===== config.mk =====
export PLATFORM = sky130hd
export DESIGN_NAME = vecmac_seq
export DESIGN_NICKNAME = d
export VERILOG_FILES = /design/src/rtl/vecmac_pkg.sv /design/src/rtl/vecmac_lane_sum.sv /design/src/rtl/vecmac_seq.sv
export SDC_FILE = /design/constraint.sdc
export NUM_CORES = 1
export LEC_CHECK = 0
export BUFFER_PORTS_ARGS = -buffer_cell sky130_fd_sc_hd__buf_2
export CAP_MARGIN = 25
export CELL_PAD_IN_SITES_DETAIL_PLACEMENT = 1
export CELL_PAD_IN_SITES_GLOBAL_PLACEMENT = 1
export CORE_ASPECT_RATIO = 0.9
export CORE_MARGIN = 1
export CORE_UTILIZATION = 44
export CTS_BUF_LIST = sky130_fd_sc_hd__clkbuf_2 sky130_fd_sc_hd__clkbuf_4 sky130_fd_sc_hd__clkbuf_8
export CTS_CLUSTER_DIAMETER = 200
export DETAILED_ROUTE_END_ITERATION = 10
export PLACE_DENSITY_LB_ADDON = 0.1
export SLEW_MARGIN = 20
export SYNTH_ARGS = -nofsm -noshare
export SYNTH_HDL_FRONTEND = slang
export SYNTH_SLANG_ARGS = --single-unit

===== constraint.sdc =====
create_clock -name clk -period 10.8 [get_ports clk]
set_input_delay 1.62 -clock clk [delete_from_list [all_inputs] [get_ports clk]]
set_output_delay 1.62 -clock clk [all_outputs]
set_load 0.05 [all_outputs]

===== src/rtl/vecmac_pkg.sv =====
// Shared types and constants for the vecmac sequencer slice.
//   state_t      : sequencer states
//   LANES/LANE_W : int8 lanes per 32-bit operand word
//   PROD_W       : width of one lane product
//   LSUM_W       : width of the four-lane product sum (max 4*255*255 = 260100)
package vecmac_pkg;

    localparam int unsigned LANES     = 4;
    localparam int unsigned LANE_W    = 8;
    localparam int unsigned PROD_W    = 16;
    localparam int unsigned LSUM_W    = 18;

    localparam int unsigned LEN_W_DEF = 16;
    localparam int unsigned ACC_W_DEF = 32;

    typedef enum logic [1:0] {
        ST_IDLE,
        ST_ISSUE,
        ST_DRAIN,
        ST_DONE
    } state_t;

endpackage


===== src/rtl/vecmac_lane_sum.sv =====
// Combinational sum of the four unsigned 16-bit lane products returned by the
// multiplier.
//   product  : {p3,p2,p1,p0}, PROD_W bits each
//   lane_sum : zero-extended sum of all lanes, LSUM_W bits
module vecmac_lane_sum
    import vecmac_pkg::*;
(
    input  logic [LANES*PROD_W-1:0] product,
    output logic [LSUM_W-1:0]       lane_sum
);

    always_comb begin
        lane_sum = '0;
        for (int unsigned i = 0; i < LANES; i++) begin
            lane_sum = lane_sum + LSUM_W'(product[i*PROD_W +: PROD_W]);
        end
    end

endmodule


===== src/rtl/vecmac_seq.sv =====
// Dot-product sequencer: accepts a command (length in 32-bit word pairs),
// streams operand pairs into an external 4-lane pipelined multiplier, sums
// every returned product word into an accumulator and presents the result.
//   clk, rst                       : clock, async active-high reset
//   cmd_valid/ready/len/acc_clr    : command port (ready only in IDLE)
//   op_valid/ready/a/b             : operand pair stream (ready only in ISSUE)
//   mul_in_valid/a/b               : issue port to the multiplier
//   mul_out_valid/mul_product      : multiplier result, no backpressure
//   res_valid/ready/data           : result port (res_data always == acc)
//   busy                           : sequencer not idle
module vecmac_seq
    import vecmac_pkg::*;
#(
    parameter int unsigned LEN_W = LEN_W_DEF,
    parameter int unsigned ACC_W = ACC_W_DEF
) (
    input  logic                    clk,
    input  logic                    rst,
    input  logic                    cmd_valid,
    output logic                    cmd_ready,
    input  logic [LEN_W-1:0]        cmd_len,
    input  logic                    cmd_acc_clr,
    input  logic                    op_valid,
    output logic                    op_ready,
    input  logic [31:0]             op_a,
    input  logic [31:0]             op_b,
    output logic                    mul_in_valid,
    output logic [31:0]             mul_in_a,
    output logic [31:0]             mul_in_b,
    input  logic                    mul_out_valid,
    input  logic [LANES*PROD_W-1:0] mul_product,
    output logic                    res_valid,
    input  logic                    res_ready,
    output logic [ACC_W-1:0]        res_data,
    output logic                    busy
);

    state_t             state_q, state_d;
    logic [LEN_W-1:0]   len_q;
    logic [LEN_W-1:0]   issue_cnt_q;
    logic [LEN_W-1:0]   ret_cnt_q;
    logic [LEN_W-1:0]   last_idx;
    logic [ACC_W-1:0]   acc_q;
    logic               mul_in_valid_q;
    logic [31:0]        mul_in_a_q;
    logic [31:0]        mul_in_b_q;
    logic [LSUM_W-1:0]  lane_sum;

    logic               cmd_hs;
    logic               issue_hs;
    logic               ret_take;

    vecmac_lane_sum u_lane_sum (
        .product  (mul_product),
        .lane_sum (lane_sum)
    );

    // Only meaningful for len_q >= 1; a zero-length command never leaves IDLE
    // for ISSUE, so the wrapped value is never compared.
    assign last_idx = len_q - LEN_W'(1);

    assign cmd_ready = (state_q == ST_IDLE);
    assign op_ready  = (state_q == ST_ISSUE);
    assign res_valid = (state_q == ST_DONE);
    assign busy      = (state_q != ST_IDLE);

    assign cmd_hs    = cmd_valid && cmd_ready;
    assign issue_hs  = op_valid && op_ready;
    // Results arriving in IDLE/DONE are stale (e.g. in flight across a reset).
    assign ret_take  = mul_out_valid &&
                       ((state_q == ST_ISSUE) || (state_q == ST_DRAIN));

    assign mul_in_valid = mul_in_valid_q;
    assign mul_in_a     = mul_in_a_q;
    assign mul_in_b     = mul_in_b_q;
    assign res_data     = acc_q;

    always_ff @(posedge clk or posedge rst) begin
        if (rst) begin
            state_q <= ST_IDLE;
        end else begin
            state_q <= state_d;
        end
    end

    always_comb begin
        state_d = state_q;
        case (state_q)
            ST_IDLE: begin
                if (cmd_hs) begin
                    state_d = (cmd_len == '0) ? ST_DONE : ST_ISSUE;
                end
            end
            ST_ISSUE: begin
                if (issue_hs && (issue_cnt_q == last_idx)) begin
                    state_d = ST_DRAIN;
                end
            end
            ST_DRAIN: begin
                if (mul_out_valid && (ret_cnt_q == last_idx)) begin
                    state_d = ST_DONE;
                end
            end
            ST_DONE: begin
                if (res_ready) begin
                    state_d = ST_IDLE;
                end
            end
            default: state_d = ST_IDLE;
        endcase
    end

    always_ff @(posedge clk or posedge rst) begin
        if (rst) begin
            len_q          <= '0;
            issue_cnt_q    <= '0;
            ret_cnt_q      <= '0;
            acc_q          <= '0;
            mul_in_valid_q <= 1'b0;
            mul_in_a_q     <= '0;
            mul_in_b_q     <= '0;
        end else begin
            mul_in_valid_q <= issue_hs;

            if (cmd_hs) begin
                len_q       <= cmd_len;
                issue_cnt_q <= '0;
                ret_cnt_q   <= '0;
                if (cmd_acc_clr) begin
                    acc_q <= '0;
                end
            end

            if (issue_hs) begin
                mul_in_a_q  <= op_a;
                mul_in_b_q  <= op_b;
                issue_cnt_q <= issue_cnt_q + LEN_W'(1);
            end

            if (ret_take) begin
                acc_q     <= acc_q + ACC_W'(lane_sum);
                ret_cnt_q <= ret_cnt_q + LEN_W'(1);
            end
        end
    end

endmodule


# ---- Word level (Yosys, flattened, before mapping)
# Index checks and enable logic that the tools add are counted.
dict set report classes {
  add_sub_neg 7
  multipliers 0
  div 0
  order_cmp 0
  n_eq_ne 9
  n_shift 0
  muxes 12
  n_bitwise 0
  n_reduce_logical 14
}
# operator count
set op_table {}
lappend op_table {{two-way mux 32 bit} 3}
lappend op_table {{two-way mux 16 bit} 3}
lappend op_table {{adder 18 x 16 -> 18 bit} 2}
lappend op_table {{adder 16 x 1 -> 16 bit, second input constant} 2}
lappend op_table {{adder 32 x 18 -> 32 bit} 1}
lappend op_table {{equality test 16 bit} 2}
lappend op_table {{adder 16 x 16 -> 17 bit} 1}
lappend op_table {{logical NOT 16 bit} 1}
lappend op_table {{subtractor 16 x 1 -> 16 bit, second input constant} 1}
lappend op_table {{two-way mux 2 bit} 5}
lappend op_table {{!= test 2 x 1 -> 1 bit, second input constant} 4}
lappend op_table {{one-hot mux 2 bit (4 select lines)} 1}
lappend op_table {{nonzero test 2 bit} 4}
lappend op_table {{logical AND 1 bit} 5}
lappend op_table {{equality test 2 bit, second input constant} 2}
lappend op_table {{AND reduction 4 bit} 1}
lappend op_table {{equality test 2 x 1 -> 1 bit, second input constant} 1}
lappend op_table {{logical NOT 2 bit} 1}
lappend op_table {{AND reduction 2 bit} 1}
lappend op_table {{logical OR 1 bit} 1}
dict set report totals {
  regBits 147
  latchBits 0
  ram_bits 0
  romBits 0
  input_bits 151
  output_inout_bits 101
  n_memories 0
}

# ---- Longest topological paths before layout
dict set report logic_depth {
  depth_word 5
  ltp_mapped 29
}

# ---- Cells and area by module
# Synthesis repeated with hierarchy kept, for this count alone.
dict set report hier_totals {
  cells_unflattened 1108
  hier_area_um2 9551.7
}
# module instances cells_each area_per_inst_um2 seq_area_each_um2
set modules_own_cells {}
lappend modules_own_cells {vecmac_seq 1 890 7842.5 3678.5}
lappend modules_own_cells {vecmac_lane_sum 1 218 1709.1 0.0}

# ---- Worst setup path after synthesis
# No wires, ideal clock.
dict set report synth_timing {
  path_kind {in2reg}
  start {input port mul_product[0]}
  end {register acc_q[22] (netlist: res_data[22])}
  setup_ps 110
  arrival_time_ps 6436
  required_ps 10690
  slack_ps 4254
  path_stages 23
  path_cell_list {ha_1 > inv_1 > fa_1 > nor2b_1 > o21a_1 > o21ai_0 > a21oi_1 > a41o_1 > o41ai_1 > o21a_1 > xor2_1 > fa_1 > inv_1 > ha_1 > and3_1 > a211o_1 > a21oi_1 > xnor2_1 > ha_1 > or3_1 > o31ai_1 > o311ai_0 > o41ai_1}
}
dict set report synth_between {
  elab_chain_len 5
}
# element line
set synth_rtl {}
lappend synth_rtl {{start: declaration} vecmac_seq.sv:31} ;# input logic [LANES*PROD_W-1:0] mul_product,
lappend synth_rtl {{adder 16 x 16 -> 17 bit} vecmac_lane_sum.sv:15} ;# lane_sum = lane_sum + LSUM_W'(product[i*PROD_W +: PROD_W]);
lappend synth_rtl {{adder 18 x 16 -> 18 bit (2 in a row)} vecmac_lane_sum.sv:15}
lappend synth_rtl {{adder 32 x 18 -> 32 bit} vecmac_seq.sv:141} ;# acc_q <= acc_q + ACC_W'(lane_sum);
lappend synth_rtl {{two-way mux 32 bit} vecmac_seq.sv:140} ;# if (ret_take) begin
lappend synth_rtl {{end signal: assignment} vecmac_seq.sv:141}
lappend synth_rtl {{end: declaration} vecmac_seq.sv:43} ;# logic [ACC_W-1:0] acc_q;
# No other way between the ends.
# A chain may end at the register's enable or synchronous reset.

# ---- Worst setup path in the final report
dict set report layout_timing {
  start {input port mul_product[1]}
  end {register acc_q[31] (netlist: res_data[31])}
}
# The elaborated chain is that of the path after synthesis.

==> impl_metrics.py <==
metrics = {
    "run_status": {
        "outcome": "complete, no violations",
    },
    "synth": {
        "synth_nets": 1353,
        "synth_edf_count": 0,
        "synth-simple-area-share": 0.2222,
        "synth_compound_area_frac": 0.1340,
        "syn_avg_cell_area_sq_um": 8.616,
        "ys_seq_area_frac": 0.3798,
        "yosys_warnings": 0,
        "ys.flop_type": "dfrtp_1",
        "synthAdderAreaFrac": 0.1155,
        "synthMuxAreaShare": 0.02804,
        "synth_area_sq_um": 9684,
        "async_flop_share": 1.000,
        "synth_seq_cells": 147,
        "synth_xor_area_frac": 0.06744,
        "synth_top_family_by_area": "simple AND/OR/NAND/NOR gates",
        "syn-instance-count": 1124,
        "synth_cell_type_count": 68,
    },
    "timing": {
        "hold_viol_final": 0,
        "setup_viol": 0,
        "fin_crit_sh": 0.6672,
        "slew_violations": 0,
        "slew_headroom": 0.4513,
        "tns_ps": 0,
        "tightestPinTransition_ps": 811.6,
        "fin_crit_ps": 7205,
        "skew_ps": 13.59,
        "rsz0062_at_grt": "false",
        "setup_slack_ps": 3595,
        "fmax_mhz": 138.8,
    },
    "pwr": {
        "seqPwrFrac": 0.249,
        "vdd_ir_drop_max_mv": 0.1844,
        "total_leakage_power_nw": 6.019,
        "p_sw_frac": 0.5351,
        "p_sw_mw": 1.987,
        "power.density_nw_per_um2": 319.7,
        "comb_power_share": 0.625,
        "pwr-share-clk": 0.126,
        "power.internal_mw": 1.727,
    },
    "finish": {
        "finalNetCount": 1591,
        "drive_gt1_frac": 0.2364,
        "final_common_cell": "nand2_1",
        "final_cell_mix": "nand2_1 (268), buf_2 (252), dfrtp_1 (147)",
        "syn2layout_area_growth_pct": 19.99,
    },
    "worst_setup_path": {
        "worstSetupEndpointType": "flop",
        "crit_required_ps": 11120,
        "r2r.worst_path.cells": 13,
        "start_kind": "input pin",
        "worstReg2RegStart": "state_q[1]",
        "critical_path.startpoint": "mul_product[1]",
        "critPathKind": "input pin to flop",
        "r2r_end": "state_q[1]",
        "cp-endpoint": "res_data[31]",
        "r2r_setup_slack_ps": 7210,
        "crit_arrival_ps": 7520,
        "crit_fanout": 8,
    },
    "detailed_routing": {
        "routed_wl_mm": 27.62,
        "wl_per_cell_um": 16.57,
        "initialDrtViolationCount": 432,
        "ant_nets": 0,
        "num_vias": 8793,
        "avgViaCountPerCell": 5.275,
        "drc": 0,
        "dr.pass1.iters": 4,
    },
    "min_path": {
        "hold_start": "mul_in_b[2]",
        "hp-class": "flop to flop",
    },
    "cts": {
        "ctsResizeCount": 0,
        "htreeDepth": 4,
        "worstSkewPairLatency_ps": 450,
        "cts_tree": "built",
        "cts_hold_buf": 0,
        "clock_path_buffers": 2,
        "cts_sinks": 147,
        "post_cts_buffers": 0,
        "clk_pin_slew_ps": 80,
        "cts-root-buf": "clkbuf_8",
        "numCtsBuffers": 17,
    },
    "placed_design": {
        "place_ws_ps": 3163,
        "gp_congestion": 0.8254,
        "dp_hpwl_mm": 21.28,
        "port-buffer-count": 251,
    },
    "floorplanning": {
        "die_w_um": 158.4,
        "initial_core_util": 0.4477,
        "die_area_sq_um": 22610,
        "ios": 252,
        "fp.coreArea_sq_um": 21630,
        "die_h_um": 142.7,
        "num_rows": 51,
    },
    "global_route": {
        "grt.total_usage": 0.2551,
        "antenna_found_initial": 1,
        "grt_pass1_vias": 8900,
        "grt_overflow": 0,
        "grt_max_degree": 79,
        "grt_pass1_wl_mm": 45.22,
    },
    "run": {
        "maxCapViolations": 0,
    },
}
how the worst min path moves through the flow:
stage,endpoint,cells after the start
floorplan,ret_cnt_q[15],1
global placement,mul_in_a[19],2
detailed placement,mul_in_a[1],2
CTS,mul_in_a[1],2
global route,mul_in_b[19],2
finish,mul_in_b[2],2
final cells by class:
type | count | area [sq um]
timing repair buffer | 257 | 1300
multi-input combinational | 848 | 5510
clock buffer | 17 | 234.0
sequential | 147 | 3679
fill | 2702 | 10010
clock inverter | 15 | 183.9
tap | 291 | 364.1
inverter | 91 | 346.6
antenna | 1 | 2.502
routing by layer:
layer / GRT usage / up-vias / routed length (um)
li1: - / 4310 / -
met1: 0.3247 / 4287 / 12200
met2: 0.4264 / 180 / 13450
met3: 0.07405 / 16 / 1710
met4: 0.05668 / 0 / 263
met5: 0 / - / 0
Yosys cell counts, types with 8 or more instances:
| library cell | count | area (sq um) |
|---|---|---|
| nand2_1 | 269 | 1010 |
| dfrtp_1 | 147 | 3679 |
| inv_1 | 90 | 337.8 |
| o21ai_0 | 61 | 305.3 |
| ha_1 | 59 | 738.2 |
| nand3_1 | 48 | 240.2 |
| nor2_1 | 48 | 180.2 |
| a21oi_1 | 40 | 200.2 |
| xnor2_1 | 37 | 324.1 |
| xor2_1 | 35 | 306.5 |
| clkbuf_1 | 30 | 112.6 |
| fa_1 | 19 | 380.4 |
| nor3_1 | 19 | 95.09 |
| mux2_2 | 17 | 191.4 |
| nand4_1 | 16 | 100.1 |
| o211ai_1 | 15 | 112.6 |
| o31ai_1 | 15 | 112.6 |
| and3_1 | 10 | 62.56 |
| nand2b_1 | 10 | 62.56 |
| a21o_1 | 8 | 60.06 |
| a31oi_1 | 8 | 50.05 |
| mux2i_1 | 8 | 80.08 |
| nor4_1 | 8 | 50.05 |
power groups by stage:
stage | clock (mW) | sequential (mW) | combinational [mW]
final | 0.466 | 0.927 | 2.32
after global routing | 0.501 | 0.959 | 2.55
after CTS | 0.479 | 0.929 | 2.34
after detailed placement | 0 | 0.934 | 2.33
after global placement | 0 | 0.926 | 2.26
after floorplan | 0 | 1.39 | 1.29
worst max-delay path, stage by stage:
cell	delay (ps)
buf_2	110
ha_1	290
a21oi_1	220
o211ai_1	200
o311ai_0	580
nand3b_1	170
xnor2_1	170
fa_1	480
inv_1	50
ha_1	360
and3_1	200
o311ai_0	80
nand3_1	160
o41a_1	410
and2_1	200
o21ai_0	150
a221oi_1	100
ha_1	370
nand2_1	100
o31ai_1	430
o21ai_0	340
buf_2	260
o311ai_0	350
o41ai_1	130
cells by family after synthesis:
family | after synthesis
xor+xnor | 73
compound gates | 200
mux | 25
flops | 147
fa+ha+maj | 78
buf+inv | 129
simple gates | 472
sequential cells by signal, indices dropped and copies added, names as in the netlist:
register      flops
issue_cnt_q      16
len_q            16
mul_in_a         32
mul_in_b         32
mul_in_valid      1
res_data         32
ret_cnt_q        16
state_q           2
through the flow:
step                      hold WS [ps]  total power [mW]  area [sq um]  std cells  utilization
after floorplan                  476.5             2.684          9684       1124            -
after global routing             500.0             4.014         11620       1666       0.5370
after global placement           452.9             3.181         11180       1632       0.5167
after detailed placement         456.7             3.261         11180       1633       0.5169
after CTS                        480.7             3.748         11600       1665       0.5362
final                            474.1             3.714         11620       1667       0.5372
Note: power is estimated with default switching activity, not from simulation.
